==> src/rtl/mem_stage.sv <==
// Memory-access stage of the RV32 pipeline: registers execute results, runs data-bus loads/stores, aligns and extends load data.
// Latency: non-memory ops 1 cycle; loads/stores 1 issue cycle + W wait cycles + 1 result cycle (or ACK_TIMEOUT REQ cycles on timeout).
// Backpressure: mem_stall_o is high for every cycle in REQ; upstream holds while it is high; dack_i is ignored outside REQ.
module mem_stage #(
    parameter int ACK_TIMEOUT = 16
) (
    input  logic        clk_i,
    input  logic        reset_ni,
    input  logic        ex_valid_i,
    input  logic [4:0]  ex_rd_index_i,
    input  logic [31:0] ex_alu_res_i,
    input  logic [31:0] ex_mem_data_i,
    input  logic        ex_mem_rd_i,
    input  logic        ex_mem_wr_i,
    input  logic        ex_mem_signed_i,
    input  logic [1:0]  ex_mem_size_i,
    output logic        mem_stall_o,
    output logic [31:0] daddr_o,
    output logic [31:0] dwdata_o,
    output logic [3:0]  dbe_o,
    output logic [1:0]  dsize_o,
    output logic        drd_o,
    output logic        dwr_o,
    input  logic        dack_i,
    input  logic [31:0] drdata_i,
    output logic        mem_valid_o,
    output logic [4:0]  mem_rd_index_o,
    output logic [31:0] mem_wb_alu_result_o,
    output logic        mem_access_o,
    output logic [31:0] mem_rdata_o,
    output logic        mem_misalign_o,
    output logic        mem_buserr_o
);

    localparam int CW = (ACK_TIMEOUT < 2) ? 1 : $clog2(ACK_TIMEOUT + 1);
    localparam logic [CW-1:0] TO_LAST = CW'((ACK_TIMEOUT == 0) ? 0 : ACK_TIMEOUT - 1);

    typedef enum logic {IDLE, REQ} state_t;

    state_t      state_q, state_d;

    // bus request registers, held stable for the whole REQ phase
    logic        req_rd_q, req_wr_q;
    logic [31:0] daddr_q, dwdata_q;
    logic [3:0]  dbe_q;
    logic [1:0]  dsize_q;
    logic [1:0]  ld_lane_q;
    logic        ld_signed_q;
    logic [1:0]  ld_size_q;
    logic [4:0]  pend_rd_q;
    logic [CW-1:0] wait_cnt_q;

    // result registers seen by write-back and forwarding
    logic        valid_q, misalign_q, buserr_q, access_q;
    logic [4:0]  rd_index_q;
    logic [31:0] alu_q, rdata_q;

    // decoded execute-stage request
    logic        ex_load, ex_store, ex_mem, ex_misalign;
    logic [1:0]  ex_size, ex_lane;
    logic [3:0]  ex_be;
    logic [31:0] ex_wdata;

    logic        timeout;
    logic [7:0]  ld_byte;
    logic [15:0] ld_half;
    logic [31:0] ld_data;

    // decode execute-stage fields; read wins when both read and write are set
    always_comb begin
        ex_load     = ex_mem_rd_i;
        ex_store    = ex_mem_wr_i & ~ex_mem_rd_i;
        ex_mem      = ex_mem_rd_i | ex_mem_wr_i;
        ex_size     = (ex_mem_size_i == 2'b11) ? 2'b10 : ex_mem_size_i;
        ex_lane     = ex_alu_res_i[1:0];
        ex_misalign = 1'b0;
        ex_be       = 4'b1111;
        ex_wdata    = ex_mem_data_i;
        case (ex_size)
            2'b00: begin
                ex_be    = 4'b0001 << ex_lane;
                ex_wdata = {4{ex_mem_data_i[7:0]}};
            end
            2'b01: begin
                ex_misalign = ex_lane[0];
                ex_be       = ex_lane[1] ? 4'b1100 : 4'b0011;
                ex_wdata    = {2{ex_mem_data_i[15:0]}};
            end
            default: begin
                ex_misalign = (ex_lane != 2'b00);
            end
        endcase
        ex_misalign = ex_misalign & ex_mem;
    end

    // ack timeout fires on the last allowed REQ cycle when no acknowledge arrives
    always_comb begin
        timeout = 1'b0;
        if (ACK_TIMEOUT != 0) begin
            timeout = (state_q == REQ) && !dack_i && (wait_cnt_q == TO_LAST);
        end
    end

    // select the load lane from the bus and extend it
    always_comb begin
        ld_byte = drdata_i[7:0];
        case (ld_lane_q)
            2'b01:   ld_byte = drdata_i[15:8];
            2'b10:   ld_byte = drdata_i[23:16];
            2'b11:   ld_byte = drdata_i[31:24];
            default: ld_byte = drdata_i[7:0];
        endcase
        ld_half = ld_lane_q[1] ? drdata_i[31:16] : drdata_i[15:0];
        case (ld_size_q)
            2'b00:   ld_data = {{24{ld_signed_q & ld_byte[7]}}, ld_byte};
            2'b01:   ld_data = {{16{ld_signed_q & ld_half[15]}}, ld_half};
            default: ld_data = drdata_i;
        endcase
    end

    // state register
    always_ff @(posedge clk_i or negedge reset_ni) begin
        if (!reset_ni) state_q <= IDLE;
        else           state_q <= state_d;
    end

    // next-state logic
    always_comb begin
        state_d = state_q;
        case (state_q)
            IDLE: if (ex_valid_i && ex_mem && !ex_misalign) state_d = REQ;
            REQ:  if (dack_i || timeout) state_d = IDLE;
            default: state_d = IDLE;
        endcase
    end

    // state-derived outputs; async reset drops the request strobes at once
    always_comb begin
        mem_stall_o = (state_q == REQ);
        drd_o       = (state_q == REQ) & req_rd_q;
        dwr_o       = (state_q == REQ) & req_wr_q;
    end

    // capture execute results, bus request and completion data
    always_ff @(posedge clk_i or negedge reset_ni) begin
        if (!reset_ni) begin
            req_rd_q    <= 1'b0;
            req_wr_q    <= 1'b0;
            daddr_q     <= '0;
            dwdata_q    <= '0;
            dbe_q       <= '0;
            dsize_q     <= '0;
            ld_lane_q   <= '0;
            ld_signed_q <= 1'b0;
            ld_size_q   <= '0;
            pend_rd_q   <= '0;
            wait_cnt_q  <= '0;
            valid_q     <= 1'b0;
            misalign_q  <= 1'b0;
            buserr_q    <= 1'b0;
            access_q    <= 1'b0;
            rd_index_q  <= '0;
            alu_q       <= '0;
            rdata_q     <= '0;
        end else begin
            valid_q    <= 1'b0;
            misalign_q <= 1'b0;
            buserr_q   <= 1'b0;
            case (state_q)
                IDLE: begin
                    if (!ex_valid_i) begin
                        rd_index_q <= '0;
                        access_q   <= 1'b0;
                    end else if (!ex_mem || ex_misalign) begin
                        valid_q    <= 1'b1;
                        misalign_q <= ex_misalign;
                        rd_index_q <= ex_mem ? 5'd0 : ex_rd_index_i;
                        alu_q      <= ex_alu_res_i;
                        access_q   <= 1'b0;
                    end else begin
                        req_rd_q    <= ex_load;
                        req_wr_q    <= ex_store;
                        daddr_q     <= {ex_alu_res_i[31:2], 2'b00};
                        dwdata_q    <= ex_wdata;
                        dbe_q       <= ex_be;
                        dsize_q     <= ex_size;
                        ld_lane_q   <= ex_lane;
                        ld_signed_q <= ex_mem_signed_i;
                        ld_size_q   <= ex_size;
                        pend_rd_q   <= ex_load ? ex_rd_index_i : 5'd0;
                        wait_cnt_q  <= '0;
                        alu_q       <= ex_alu_res_i;
                        rd_index_q  <= '0;
                        access_q    <= 1'b0;
                    end
                end
                REQ: begin
                    if (dack_i) begin
                        valid_q    <= 1'b1;
                        rd_index_q <= pend_rd_q;
                        access_q   <= req_rd_q;
                        if (req_rd_q) rdata_q <= ld_data;
                        req_rd_q   <= 1'b0;
                        req_wr_q   <= 1'b0;
                    end else if (timeout) begin
                        valid_q    <= 1'b1;
                        buserr_q   <= 1'b1;
                        rd_index_q <= '0;
                        access_q   <= 1'b0;
                        req_rd_q   <= 1'b0;
                        req_wr_q   <= 1'b0;
                    end else begin
                        wait_cnt_q <= wait_cnt_q + 1'b1;
                    end
                end
                default: ;
            endcase
        end
    end

    assign daddr_o             = daddr_q;
    assign dwdata_o            = dwdata_q;
    assign dbe_o               = dbe_q;
    assign dsize_o             = dsize_q;
    assign mem_valid_o         = valid_q;
    assign mem_rd_index_o      = rd_index_q;
    assign mem_wb_alu_result_o = alu_q;
    assign mem_access_o        = access_q;
    assign mem_rdata_o         = rdata_q;
    assign mem_misalign_o      = misalign_q;
    assign mem_buserr_o        = buserr_q;

endmodule

==> config.mk <==
export PLATFORM = sky130hd
export DESIGN_NAME = mem_stage
export DESIGN_NICKNAME = d
export VERILOG_FILES = /design/src/rtl/mem_stage.sv
export SDC_FILE = /design/constraint.sdc
export NUM_CORES = 1
export LEC_CHECK = 0
export CORE_MARGIN = 2
export CORE_UTILIZATION = 42
export CTS_BUF_LIST = sky130_fd_sc_hd__clkbuf_8
export DETAILED_ROUTE_END_ITERATION = 12
export PLACE_DENSITY_LB_ADDON = 0.1
export SYNTH_ARGS = -nofsm -noshare
export SYNTH_HDL_FRONTEND = slang
export SYNTH_SLANG_ARGS = --single-unit
export TNS_END_PERCENT = 30
==> constraint.sdc <==
create_clock -name clk_i -period 1.95 [get_ports clk_i]
set_input_delay 0.585 -clock clk_i [delete_from_list [all_inputs] [get_ports clk_i]]
set_output_delay 0.585 -clock clk_i [all_outputs]
set_load 0.02 [all_outputs]
==> parameters.txt <==
Parameter                              Value

Setup path
  Data arrival time of the critical path ... 2.18 ns
  Crit path required time ... 2.29 ns
  Kind of critical path ... reg -> reg
  CP cell instances ... ha_2 -> and3_1 -> ha_2 -> or3b_4 -> nand2_1 -> o21ai_0 -> a21o_1
  Crit-path max FO ... 7
  Slowest-stage cell, CP ... sky130_fd_sc_hd__or3b_4
  Critical Path Source Type ... flip-flop
  Delay of the slowest cell on the worst path ... 0.43 ns
  Critical path endpoint category ... flip-flop
  CP most frequent cell ... sky130_fd_sc_hd__ha_2

Timing
  Minimum clock period after layout ... 1.845 ns
  Highest attainable clock frequency ... 541.9 MHz
  Setup repair after global routing missed its margin ... yes
  Setup violators final ... 0
  Fin crit share ... 94.63%
  Relative slew margins ... about 64%
  Final worst-path setup slack ... 0.1047 ns
  Worst Hold Margin ... 0.06639 ns
  Actual transition at the worst max-transition pin ... 0.5387 ns
  Maximum clock skew at final layout ... 0.007569 ns
  Final Max Slew Viols ... 0
  Final hold violations ... 0

Die
  # IOs ... between 200 and 300
  Chip Width ... 132.2 µm
  Number of placement rows ... 46
  Initial core utilization ... a little over two fifths
  Die height ... around 130 µm
  Placeable core region ... around 16000 µm²
  DIE AREA ... roughly 17000 µm²

GRT
  Maximum number of pins on one net before global-route repair ... 42
  Global-route usage over all layers ... roughly 23%
  Overall overflow remaining after global route ... 0
  Number of antenna violations at the first check in global routing ... 0
  Vias in the first global route ... approximately 6400
  Global-route wire length before repair ... approximately 33000 µm

Clock network
  CTS tree ... built
  CTS sink count ... approximately 160
  Worst-case clock buffer depth ... 2
  Clock slew seen by the registers of the worst setup and hold paths ... about 0.090 ns
  Clock insertion delay at the later pin of the skew report ... 0.44 ns
  Root buffer cell ... sky130_fd_sc_hd__clkbuf_8
  H-Tree Depth ... 4
  TritonCTS Buffers ... 17

Routing
  Via total after detailed routing ... 6109
  Initial DRT Pass Iterations ... 5
  Number of routed nets with antenna violations ... 0
  Detail-routed via count per cell ... 5.099
  DRC viols ... 0
  First DRT Iteration DRCs ... 289
  Average routed wire per standard cell ... approximately 16 µm
  Final wirelength ... about 20000 µm

Cells and area
  Most common cell after layout, fill and taps aside ... sky130_fd_sc_hd__nand2_1
  Count of placed standard cells in the final layout, fillers left out ... 1198
  Count of antenna diodes in the layout ... 0
  Synth-to-layout area growth ... 49.09%
  Share of cells above drive strength 1 ... between 10% and 20%
  Filler cell count ... about 1400
  Net count of the finished layout ... ~1100
  Leading cell types in the layout, fill and taps excluded ... sky130_fd_sc_hd__nand2_1, sky130_fd_sc_hd__dfrtp_1, sky130_fd_sc_hd__dlygate4sd2_1

Logic synthesis
  Gate count of the mapped netlist ... slightly below 700
  Post-synthesis cell type count ... between 40 and 50
  Main synth FF type ... sky130_fd_sc_hd__dfrtp_1
  Synthesis Warnings ... 0
  Share of synthesized flip-flops with an asynchronous set or reset ... between 90% and 100%
  Part of the Yosys area used for sequential elements ... 56.93%
  Cell area after synthesis ... 6902 µm²
  Count of flip-flops with a built-in enable after synthesis ... 0
  Avg Cell Area, Syn ... 10.05 µm²
  Register bit total from synthesis ... 157

Job
  Reported max-cap violation count ... 0

Placed design
  I/O Buffers ... between 200 and 300
  Final GP Congestion ... a little under 0.9
  Number of placed instances with taps included ... approximately 1200
  Worst setup timing slack at the placement stage ... -0.2707 ns
  Hpwl dp ... 14920 µm

Power
  P per Cell Area ... between 1000 and 1500 nW/µm²
  Peak supply drop ... a little over 0.5 mV
  Static Leakage ... slightly above 5 nW

Status
  Result of the run ... finished clean

Min path
  Worst hold path type ... in -> async
==> report_power, final <==
group          switching (mW)  internal [mW]
combinational            2.36           1.72
sequential              0.471           4.09
clock                    1.28           1.24
total                    4.11           7.05
==> final cells by class <==
class | instances | area (µm²) | area share (%)
clock inverters | 13 | 152.6 | 1.483
flip-flops and latches | 157 | 3930 | 38.19
inverters | 5 | 18.77 | 0.1824
well taps | 216 | 270.3 | 2.626
clock buffers | 19 | 261.5 | 2.541
repair buffers | 312 | 2935 | 28.53
multi-input cells | 476 | 2721 | 26.45
==> per-stage QoR <==
step | utilization (%) | setup TNS, ns | power [mW] | cell area (µm²)
global route | 64.31 | -0.005558 | 11.83 | 10290
CTS | 64.38 | 0 | 11.28 | 10300
detailed placement | 62.81 | -24.11 | 9.332 | 10050
floorplan | - | 0 | 6.832 | 6920
global placement | 62.81 | -20.66 | 9.226 | 10050
finish | 64.31 | 0 | 11.16 | 10290
==> metal layers <==
metal | track usage (%) | wire, µm | vias to the layer above
li1 | - | - | 2899
met1 | 28.01 | 8173 | 2936
met2 | 38.98 | 9574 | 234
met3 | 6.920 | 1458 | 40
met4 | 9.618 | 543 | 0
met5 | 0 | 0 | -
==> state kept, by name, summed over array words and instances (netlist names), 2 cells and up <==
register,cells
dbe_o,4
mem_rd_index_o,5
wait_cnt_q,5
ld_lane_q,2
mem_rdata_o,32
daddr_o,30
mem_wb_alu_result_o,32
dwdata_o,32
ld_size_q,2
pend_rd_q,5
==> timing repair <==
action,4_1_cts,5_1_grt
hold buffers,0,0
gates resized for setup,151,4
buffers inserted,1,0
endpoints found under the setup margin,145,4
gates cloned,0,0
==> cells in the mapped netlist (3+ instances only) <==
library cell / instances / area share [%]
sky130_fd_sc_hd__a21oi_1: 20 / 1.5
sky130_fd_sc_hd__nand2_1: 198 / 11
sky130_fd_sc_hd__nor2b_1: 4 / 0.36
sky130_fd_sc_hd__nor3_1: 3 / 0.22
sky130_fd_sc_hd__mux2_2: 31 / 5.1
sky130_fd_sc_hd__buf_4: 8 / 0.87
sky130_fd_sc_hd__inv_1: 5 / 0.27
sky130_fd_sc_hd__o21ai_1: 8 / 0.58
sky130_fd_sc_hd__a31oi_1: 3 / 0.27
sky130_fd_sc_hd__buf_2: 20 / 1.5
sky130_fd_sc_hd__clkbuf_1: 19 / 1.0
sky130_fd_sc_hd__o21ai_0: 34 / 2.5
sky130_fd_sc_hd__a22o_1: 13 / 1.6
sky130_fd_sc_hd__dfrtp_1: 157 / 57
sky130_fd_sc_hd__nor2_1: 30 / 1.6
sky130_fd_sc_hd__nand3_1: 45 / 3.3
sky130_fd_sc_hd__a22oi_1: 12 / 1.3
sky130_fd_sc_hd__mux2i_1: 31 / 4.5
sky130_fd_sc_hd__a221oi_1: 6 / 0.76
==> path summary, 6_finish.rpt <==
path / slack [ns] / depth (start not counted) / from / to
worst min-delay path: 0.07 / 1 / reset_ni / mem_rdata_o[0]
worst min register to register: 0.47 / 2 / daddr_o[16] / daddr_o[16]
max in group asynchronous: 1.31 / 2 / reset_ni / mem_wb_alu_result_o[28]
min in group clk_i: 0.47 / 2 / daddr_o[16] / daddr_o[16]
worst max-delay path: 0.10 / 7 / wait_cnt_q[1] / wait_cnt_q[4]
worst max register to register: 0.10 / 7 / wait_cnt_q[1] / wait_cnt_q[4]
==> worst max-delay path, delay by kind of cell (launching register included) <==
kind                     cells  cell delay (ns)
AO/OA/AOI/OAI                2             0.26
adder cells (fa/ha/maj)      2             0.36
flip-flops                   1             0.41
AND/OR/NAND/NOR              3             0.71
==> logic make-up (layout without fill, tap and decap cells) <==
kind of cell / count (synthesis) / in the layout / synth area share (%)
AND/OR/NAND/NOR: 298 / 298 / 18.31
multiplexers: 64 / 64 / 10.21
buffers and inverters: 55 / 349 / 4.007
adder cells (fa/ha/maj): 2 / 2 / 0.3625
AO/OA/AOI/OAI: 108 / 108 / 9.881
other: 1 / 2 / 0.05434
flip-flops: 157 / 157 / 56.93
XOR/XNOR: 2 / 2 / 0.2539
Power figures use the tool's default switching activity.
